===== src/rtl/vdu_pkg.sv =====
// -----------------------------------------------------------------------------
// vdu_pkg
// Shared timing helpers for the character-mode video pipeline (vdu_crtc,
// vmatrix). Provides the default 640x480 / 80x30 text constants and the
// functions that derive line/frame totals and sync window bounds from the
// porch and sync widths.
// -----------------------------------------------------------------------------
package vdu_pkg;

   // Default 640x480 text mode: 80x30 characters, 8x16 cells.
   localparam int DEF_H_ACTIVE     = 80;
   localparam int DEF_H_FP         = 2;
   localparam int DEF_H_SYNC       = 12;
   localparam int DEF_H_BP         = 6;
   localparam int DEF_ROWS         = 30;
   localparam int DEF_ROW_H        = 16;
   localparam int DEF_V_FP         = 10;
   localparam int DEF_V_SYNC       = 2;
   localparam int DEF_V_BP         = 33;
   localparam int DEF_ADDR_W       = 13;
   localparam int DEF_VRAM_DEPTH   = 2400;
   localparam int DEF_BLINK_FRAMES = 16;
   localparam int DEF_RA_W         = 5;

   // Character clocks per line.
   function automatic int h_tot(input int active, input int fp, input int sync, input int bp);
      return active + fp + sync + bp;
   endfunction

   // Scanlines per frame.
   function automatic int v_tot(input int rows, input int row_h, input int fp, input int sync,
                                input int bp);
      return rows * row_h + fp + sync + bp;
   endfunction

   // First counter value inside the sync pulse.
   function automatic int sync_start(input int active, input int fp);
      return active + fp;
   endfunction

   // First counter value after the sync pulse.
   function automatic int sync_end(input int active, input int fp, input int sync);
      return active + fp + sync;
   endfunction

   // Counter width able to hold 0..n-1 (at least one bit).
   function automatic int cnt_w(input int n);
      return (n > 1) ? $clog2(n) : 1;
   endfunction

endpackage : vdu_pkg


===== src/rtl/vdu_addr_gen.sv =====
// -----------------------------------------------------------------------------
// vdu_addr_gen
// VRAM fetch address generator. Holds the base address of the current
// character row, reloads it from start_addr_i at frame start and steps it by
// one row of characters after the last scanline of each row. Addresses wrap
// modulo VRAM_DEPTH using a single compare-and-subtract.
//
// Ports:
//   clk, rst_n      clock, asynchronous active-low reset
//   ce_i            character-clock enable
//   frame_load_i    position is the frame origin (load start_addr_i)
//   row_adv_i       position is the last char clock of a row's last scanline
//   fetch_i         position is inside the visible part of the line
//   start_addr_i    top-left address of the frame (expected < VRAM_DEPTH)
//   hc_i            horizontal character counter
//   a_d_o           address that A takes on the next ce edge
//   a_o             registered VRAM address
// -----------------------------------------------------------------------------
module vdu_addr_gen #(
   parameter int ADDR_W     = 13,
   parameter int VRAM_DEPTH = 2400,
   parameter int H_ACTIVE   = 80,
   parameter int HC_W       = 7
) (
   input  logic              clk,
   input  logic              rst_n,
   input  logic              ce_i,
   input  logic              frame_load_i,
   input  logic              row_adv_i,
   input  logic              fetch_i,
   input  logic [ADDR_W-1:0] start_addr_i,
   input  logic [HC_W-1:0]   hc_i,
   output logic [ADDR_W-1:0] a_d_o,
   output logic [ADDR_W-1:0] a_o
);

   // One extra bit holds the carry of base + offset before the wrap.
   localparam logic [ADDR_W:0] DEPTH    = (ADDR_W+1)'(VRAM_DEPTH);
   localparam logic [ADDR_W:0] ROW_STEP = (ADDR_W+1)'(H_ACTIVE);

   logic [ADDR_W-1:0] row_base_q, row_base_d;
   logic [ADDR_W-1:0] a_q;
   logic [ADDR_W-1:0] base_eff;

   // Both operands are below VRAM_DEPTH, so one subtraction completes the modulo.
   function automatic logic [ADDR_W-1:0] mod_wrap(input logic [ADDR_W:0] sum);
      logic [ADDR_W:0] adj;
      adj = (sum >= DEPTH) ? (sum - DEPTH) : sum;
      return adj[ADDR_W-1:0];
   endfunction

   // At the frame origin the new start address is used directly, so the very
   // first fetch of the frame already reflects it.
   assign base_eff = frame_load_i ? start_addr_i : row_base_q;

   // NOTE: every variable written in always_comb gets a default first, so no
   // path through the block can leave it unassigned and infer a latch.
   always_comb begin
      a_d_o      = a_q;
      row_base_d = row_base_q;
      if (fetch_i) begin
         a_d_o = mod_wrap({1'b0, base_eff} + (ADDR_W+1)'(hc_i));
      end
      if (frame_load_i) begin
         row_base_d = start_addr_i;
      end else if (row_adv_i) begin
         row_base_d = mod_wrap({1'b0, row_base_q} + ROW_STEP);
      end
   end

   // NOTE: state registers use non-blocking assignments so every flop samples
   // the values from before the edge, independent of statement order.
   always_ff @(posedge clk or negedge rst_n) begin
      if (!rst_n) begin
         row_base_q <= '0;
         a_q        <= '0;
      end else if (ce_i) begin
         row_base_q <= row_base_d;
         a_q        <= a_d_o;
      end
   end

   assign a_o = a_q;

endmodule : vdu_addr_gen


===== src/rtl/vdu_crtc.sv =====
// -----------------------------------------------------------------------------
// vdu_crtc
// Parametrised character-mode CRT controller. Counts character clocks (hc),
// scanlines within a character row (ra) and scanlines per frame (vl), and
// produces registered display timing, the row scanline R, the VRAM fetch
// address A and a blinking scanline-range cursor. All outputs show the
// position that was current before the ce edge that updated them.
//
// Ports:
//   clk, rst_n        dot clock, asynchronous active-low reset
//   ce                character-clock enable; nothing advances while low
//   start_addr        top-left VRAM address, sampled at the frame origin
//   cursor_addr       cursor character address
//   cursor_en         cursor enable
//   cursor_first/last scanline range of the cursor within the row
//   cursor_blink      1 = blink with BLINK_FRAMES half-period, 0 = steady
//   DE, HS, VS        display enable, horizontal / vertical sync
//   R                 scanline within the character row (0 in vertical blank)
//   A                 VRAM address
//   cursor            cursor active at the current character
//   frame_start       high for the ce cycle that shows the frame origin
// -----------------------------------------------------------------------------
module vdu_crtc
   import vdu_pkg::*;
#(
   parameter int H_ACTIVE     = DEF_H_ACTIVE,
   parameter int H_FP         = DEF_H_FP,
   parameter int H_SYNC       = DEF_H_SYNC,
   parameter int H_BP         = DEF_H_BP,
   parameter int ROWS         = DEF_ROWS,
   parameter int ROW_H        = DEF_ROW_H,
   parameter int V_FP         = DEF_V_FP,
   parameter int V_SYNC       = DEF_V_SYNC,
   parameter int V_BP         = DEF_V_BP,
   parameter bit HS_POL       = 1'b0,
   parameter bit VS_POL       = 1'b0,
   parameter int ADDR_W       = DEF_ADDR_W,
   parameter int VRAM_DEPTH   = DEF_VRAM_DEPTH,
   parameter int BLINK_FRAMES = DEF_BLINK_FRAMES,
   parameter int RA_W         = DEF_RA_W
) (
   input  logic              clk,
   input  logic              rst_n,
   input  logic              ce,
   input  logic [ADDR_W-1:0] start_addr,
   input  logic [ADDR_W-1:0] cursor_addr,
   input  logic              cursor_en,
   input  logic [RA_W-1:0]   cursor_first,
   input  logic [RA_W-1:0]   cursor_last,
   input  logic              cursor_blink,
   output logic              DE,
   output logic              HS,
   output logic              VS,
   output logic [RA_W-1:0]   R,
   output logic [ADDR_W-1:0] A,
   output logic              cursor,
   output logic              frame_start
);

   localparam int H_TOT = h_tot(H_ACTIVE, H_FP, H_SYNC, H_BP);
   localparam int V_VIS = ROWS * ROW_H;
   localparam int V_TOT = v_tot(ROWS, ROW_H, V_FP, V_SYNC, V_BP);
   localparam int HC_W  = cnt_w(H_TOT);
   localparam int VL_W  = cnt_w(V_TOT);
   localparam int FC_W  = cnt_w(BLINK_FRAMES + 1);

   localparam logic [HC_W-1:0] HC_LAST = HC_W'(H_TOT - 1);
   localparam logic [HC_W-1:0] HC_VIS  = HC_W'(H_ACTIVE);
   localparam logic [HC_W-1:0] HS_BEG  = HC_W'(sync_start(H_ACTIVE, H_FP));
   localparam logic [HC_W-1:0] HS_END  = HC_W'(sync_end(H_ACTIVE, H_FP, H_SYNC));
   localparam logic [VL_W-1:0] VL_LAST = VL_W'(V_TOT - 1);
   localparam logic [VL_W-1:0] VL_VIS  = VL_W'(V_VIS);
   localparam logic [VL_W-1:0] VS_BEG  = VL_W'(sync_start(V_VIS, V_FP));
   localparam logic [VL_W-1:0] VS_END  = VL_W'(sync_end(V_VIS, V_FP, V_SYNC));
   localparam logic [RA_W-1:0] RA_LAST = RA_W'(ROW_H - 1);
   localparam logic [FC_W-1:0] FC_TOP  = FC_W'(BLINK_FRAMES);

   // Position counters.
   logic [HC_W-1:0] hc_q, hc_d;
   logic [VL_W-1:0] vl_q, vl_d;
   logic [RA_W-1:0] ra_q, ra_d;

   // Blink state.
   logic [FC_W-1:0] fc_q, fc_d;
   logic            blink_vis_q, blink_vis_d;

   // Registered outputs.
   logic            de_q, de_d;
   logic            hs_q, hs_d;
   logic            vs_q, vs_d;
   logic [RA_W-1:0] r_q, r_d;
   logic            cursor_q, cursor_d;
   logic            fs_q;

   logic              line_end, at_origin, vis_line, row_adv;
   logic [ADDR_W-1:0] a_d;

   assign line_end  = (hc_q == HC_LAST);
   assign at_origin = (hc_q == '0) && (vl_q == '0);
   assign vis_line  = (vl_q < VL_VIS);
   assign row_adv   = line_end && (ra_q == RA_LAST) && vis_line;

   vdu_addr_gen #(
      .ADDR_W     (ADDR_W),
      .VRAM_DEPTH (VRAM_DEPTH),
      .H_ACTIVE   (H_ACTIVE),
      .HC_W       (HC_W)
   ) u_addr_gen (
      .clk          (clk),
      .rst_n        (rst_n),
      .ce_i         (ce),
      .frame_load_i (at_origin),
      .row_adv_i    (row_adv),
      .fetch_i      (hc_q < HC_VIS),
      .start_addr_i (start_addr),
      .hc_i         (hc_q),
      .a_d_o        (a_d),
      .a_o          (A)
   );

   // Counter advance. ra restarts with the frame so a frame height that is
   // not a multiple of ROW_H still begins every frame on scanline 0.
   always_comb begin
      hc_d = hc_q + 1'b1;
      vl_d = vl_q;
      ra_d = ra_q;
      if (line_end) begin
         hc_d = '0;
         if (vl_q == VL_LAST) begin
            vl_d = '0;
            ra_d = '0;
         end else begin
            vl_d = vl_q + 1'b1;
            ra_d = (ra_q == RA_LAST) ? '0 : ra_q + 1'b1;
         end
      end
   end

   // Blink: fc counts frame starts; the toggle happens on the start of frame
   // BLINK_FRAMES, 2*BLINK_FRAMES, ... so frames 0..BLINK_FRAMES-1 are visible.
   always_comb begin
      fc_d        = fc_q;
      blink_vis_d = blink_vis_q;
      if (at_origin) begin
         if (fc_q == FC_TOP) begin
            fc_d        = FC_W'(1);
            blink_vis_d = !blink_vis_q;
         end else begin
            fc_d = fc_q + 1'b1;
         end
      end
   end

   // Output decode from the pre-edge position. The cursor uses the next-state
   // DE/R/A so it lines up with them in the same output cycle.
   always_comb begin
      de_d     = (hc_q < HC_VIS) && vis_line;
      hs_d     = ((hc_q >= HS_BEG) && (hc_q < HS_END)) ? HS_POL : !HS_POL;
      vs_d     = ((vl_q >= VS_BEG) && (vl_q < VS_END)) ? VS_POL : !VS_POL;
      r_d      = vis_line ? ra_q : '0;
      cursor_d = de_d && cursor_en && (a_d == cursor_addr)
                 && (cursor_first <= r_d) && (r_d <= cursor_last)
                 && (!cursor_blink || blink_vis_d);
   end

   always_ff @(posedge clk or negedge rst_n) begin
      if (!rst_n) begin
         hc_q        <= '0;
         vl_q        <= '0;
         ra_q        <= '0;
         fc_q        <= '0;
         blink_vis_q <= 1'b1;
         de_q        <= 1'b0;
         hs_q        <= !HS_POL;
         vs_q        <= !VS_POL;
         r_q         <= '0;
         cursor_q    <= 1'b0;
         fs_q        <= 1'b0;
      end else if (ce) begin
         hc_q        <= hc_d;
         vl_q        <= vl_d;
         ra_q        <= ra_d;
         fc_q        <= fc_d;
         blink_vis_q <= blink_vis_d;
         de_q        <= de_d;
         hs_q        <= hs_d;
         vs_q        <= vs_d;
         r_q         <= r_d;
         cursor_q    <= cursor_d;
         fs_q        <= at_origin;
      end
   end

   assign DE          = de_q;
   assign HS          = hs_q;
   assign VS          = vs_q;
   assign R           = r_q;
   assign cursor      = cursor_q;
   assign frame_start = fs_q;

endmodule : vdu_crtc


===== config.mk =====
export PLATFORM = sky130hd
export DESIGN_NAME = vdu_crtc
export DESIGN_NICKNAME = d
export VERILOG_FILES = /design/src/rtl/vdu_pkg.sv /design/src/rtl/vdu_addr_gen.sv /design/src/rtl/vdu_crtc.sv
export SDC_FILE = /design/constraint.sdc
export NUM_CORES = 1
export LEC_CHECK = 0
export ABC_AREA = 1
export BUFFER_PORTS_ARGS = -buffer_cell sky130_fd_sc_hd__buf_2
export CAP_MARGIN = 30
export CORE_ASPECT_RATIO = 0.8
export CORE_MARGIN = 2
export CORE_UTILIZATION = 25
export CTS_BUF_LIST = sky130_fd_sc_hd__clkbuf_4 sky130_fd_sc_hd__clkbuf_8 sky130_fd_sc_hd__clkbuf_16
export CTS_CLUSTER_DIAMETER = 30
export DETAILED_ROUTE_END_ITERATION = 8
export SLEW_MARGIN = 20
export SYNTH_ARGS = -nofsm -noshare
export SYNTH_HDL_FRONTEND = slang
export SYNTH_SLANG_ARGS = --single-unit

===== constraint.sdc =====
create_clock -name clk -period 4.45 [get_ports clk]
set_clock_uncertainty 0.05 [all_clocks]
set_input_delay 0.445 -clock clk [delete_from_list [all_inputs] [get_ports clk]]
set_output_delay 0.445 -clock clk [all_outputs]
set_load 0.01 [all_outputs]

==> results.md <==
- The final weighted congestion of routability-driven global placement is approximately 0.84.
- The number of enable flip-flop cells after synthesis is 0.
- The number of DRC violations after detailed routing is 0.
- The startpoint of the lowest-slack register-to-register path is vl_q[1].
- The number of standard cells after synthesis is 713.
- The total die area is 0.0212 sq mm.
- The count of port buffers added during placement is 63.
- Of the total power, the share spent switching nets is 0.415.
- The layout has about 2,200 filler cells.
- The final number of hold-violating endpoints was 0.
- The count of nets left with antenna violations once routing finished came out at 0.
- The net count of the finished layout is ~850.
- The maximum number of pins on one net before global-route repair is 39.
- Power comes to 2.65 mW.
- The layout-stage area growth over the synthesis result is 18.9%.
- Data on the critical path is required at its endpoint by 4.63 ns.
- For this run, the leading register cell type out of synthesis is sky130_fd_sc_hd__dfrtp_1.
- The initial antenna violation count came to 0.
- The netlist area before placement is about 0.005 sq mm.
- The share of the Yosys chip area taken by registers is 0.320.
- The first global-routing pass estimated about 22,000 um of wire.
- The endpoint identified for the worst register-to-register timing path is cursor.
- Leaving out fill and tap cells, the most frequent cell in the layout is sky130_fd_sc_hd__nand2_1.
- The routed layout has about 4,600 vias.
- The DRC marker count from the first detailed-route iteration is ~350.
- The total clock sinks is 64.
- The reported leakage power is 3.00 nW.
- Of the available clock period, the critical path in the final layout requires 0.887.
- After synthesis, the share of flip-flops with an asynchronous set or reset is 1.00.
- For this run, the detailed router's first-pass iteration total came to 5.
- Of the total power, combinational logic draws 0.430.
- The max-slew violation count is 0.
- The final layout contains routed wiring with a total length of 13,000 um.
- Of the total power, registers draw 0.306.
- The highest achievable clock rate is about 250 MHz.
- The max-cap violation count is 0.
- The path type of the worst min-delay path is primary input to asynchronous set/reset pin.
- From bottom edge to top edge, the die measures 131 um.
- The cell count after placement is 1,032.
- The antenna cell count is 0.
- The most critical setup path has its endpoint at cursor.
- Counting cells, the worst reg-to-reg path comes to 34.
- In this run, synthesis produced a sequential element count of between 60 and 70.
- The relative slew slack is 0.455.
- The hold buffer count at cts is 0.
- The number of warnings issued by yosys is 0.
- The switching power is ~1.1 mW.
- The area of the core region is a little under 0.02 sq mm.
- The endpoint class of the critical path is a register.
- The portion of total power attributed to the clock network is 0.265.
- In the final layout, the share of cells above drive strength 1 is 0.188.
- The distinct cell type count of the synthesized netlist is just over 50.
- The number of buffers on the longest clock path is 2.
- The synthesized area per cell is roughly 7.0 sq um.
- In the final routed layout, each cell accounts on average for ~12 um.
- The detail-routed via count per cell is 4.41.
- The number of levels in the clock H-tree is 3.
- At the pin with the least slew margin, the transition time is around 0.8 ns.
- The count of cells in the finished layout, fillers not included, comes to about 1,100.
- At the later pin of the worst-skew pair, clock insertion delay measures approximately 0.34 ns.
- By instance count, the cell type seen most on the critical path is sky130_fd_sc_hd__nand2_1.
- Clock-pin slew was measured on the worst setup and hold paths at ~0.06 ns.
- After legalization and detailed placement, the total HPWL measured between 10,000 and 15,000 um.
- The cell sitting at the root of the clock tree is a sky130_fd_sc_hd__clkbuf_16.
- The class of the most critical setup path is register to register.
- The worst-case IR drop observed on VDD is roughly 160 uV.
- The setup-violating endpoint count in the final report is 0.
- The total negative slack for setup checks is 0 ns.
- The top-level I/O count is 64.
- The biggest cell delay along the critical path is 0.40 ns.
- For this design the ratio of total power to cell area is about 440 mW/mm^2.
- The starting utilization of the core area is 0.254.
- The worst register-to-register path has a setup slack of between 0.5 and 0.6 ns.
- TritonCTS built the clock tree.
- Leaving out fill and tap cells, the most frequent cells in the layout are 187 x sky130_fd_sc_hd__nand2_1, 97 x sky130_fd_sc_hd__inv_1, 63 x sky130_fd_sc_hd__buf_2.
- Setup repair after global routing left no endpoint under its margin.
- The number of global-route vias before repair is roughly 4,500.
- The worst setup path is launched from a register.
- The die boundary width is around 160 um.
- The internal portion of the total power is ~1.5 mW.
- When the netlist entered floorplanning its net count stood at roughly 800.
- The overall routing resource usage is 0.128.
- Subtracting the final worst setup slack from the clock period gives 3.95 ns.
- The initialized floorplan defines between 40 and 50 standard-cell rows.
- The critical-path maximum fanout is 8.
- Counting the buffers created by CTS gives 9.
- The worst endpoint data arrival time is 4.13 ns.
- The flow ran to the end, and the final reports show no timing, DRC or antenna violations.
- The origin of the worst setup path is vl_q[1].
- The total overflow left after global routing is 0.
- Among all stages on the critical path, the largest delay is contributed by sky130_fd_sc_hd__dfrtp_1.
-- cell type report --
class                   instances  area, sq um  share of cell area
repair buffers                 69          360              0.0604
well taps                     264          330              0.0553
clock buffers                  12          267              0.0446
clock inverters                 4         27.5             0.00461
multi-input cells             531         2980               0.499
inverters                     106          400              0.0671
flip-flops and latches         64         1610               0.269
-- worst min path at each step --
stage             endpoint  cells past startpoint
3_3_place_gp   frame_start                      2
3_5_place_dp   frame_start                      2
2_1_floorplan           DE                      0
5_1_grt               R[2]                      1
6_report              R[0]                      1
4_1_cts            vl_q[8]                      1
-- state kept, by name, indices dropped and copies added, names as in the netlist, 5 cells and up --
register and flops:
u_addr_gen.a_o 13, fc_q 5, R 5, u_addr_gen.row_base_q 13, vl_q 10, ra_q 5, hc_q 7
-- stage by stage --
stage                     utilization  worst slack, ns  instance area (sq um)  hold slack (ns)
after global routing            0.302           0.0215                   5970            0.211
after CTS                       0.300            0.168                   5930            0.180
final                           0.302            0.504                   5970            0.149
after global placement          0.286            0.173                   5640            0.417
after floorplan                     -            0.798                   5020           0.0994
after detailed placement        0.286            0.186                   5640            0.416
-- metal layers --
| layer | vias up | global-route usage | part of all wire |
|---|---|---|---|
| li1 | 2453 | - | - |
| met1 | 2098 | 0.179 | 0.52 |
| met2 | 71 | 0.204 | 0.44 |
| met3 | 13 | 0.0243 | 0.038 |
| met4 | 0 | 0.0328 | 0.0089 |
| met5 | - | 0 | 0 |
-- cell families after synthesis --
| kind of cell | count (synthesis) | synth area share |
|---|---|---|
| AND/OR/NAND/NOR | 374 | 0.351 |
| buffers and inverters | 118 | 0.0910 |
| AO/OA/AOI/OAI | 99 | 0.112 |
| flip-flops | 64 | 0.320 |
| adder cells (fa/ha/maj) | 29 | 0.0738 |
| XOR/XNOR | 28 | 0.0504 |
| multiplexers | 1 | 0.00199 |
-- synth_stat cells (all sizes together), types with 10 or more instances --
cell type  count  area (sq um)
a21oi         22           110
nor2          63           288
dfrtp         61          1530
o21ai         52           264
nand3b        10          75.1
ha            28           350
nand3         48           285
nand2        206           833
nand4         14          87.6
xor2          19           166
nor3          17          90.1
inv          104           390
-- power groups by stage --
| stage | Sequential [mW] | Combinational (mW) | Clock [mW] |
|---|---|---|---|
| global placement | 0.816 | 1.13 | 0 |
| finish | 0.810 | 1.14 | 0.701 |
| CTS | 0.808 | 1.14 | 0.720 |
| global route | 0.829 | 1.32 | 0.736 |
| detailed placement | 0.817 | 1.14 | 0 |
| floorplan | 0.820 | 0.838 | 0 |
-- what timing repair did --
action | CTS | global route
buffers inserted | 0 | 2
resized for setup | 0 | 11
setup endpoints to repair | 0 | 7
-- critical path, delay by kind of cell (launching register included) --
| kind | cells | cell delay, ns |
|---|---|---|
| AO/OA/AOI/OAI | 2 | 0.28 |
| AND/OR/NAND/NOR | 24 | 2.04 |
| buffers and inverters | 6 | 0.47 |
| adder cells (fa/ha/maj) | 2 | 0.57 |
| flip-flops | 1 | 0.40 |
Note: power is estimated with default switching activity, not from simulation.
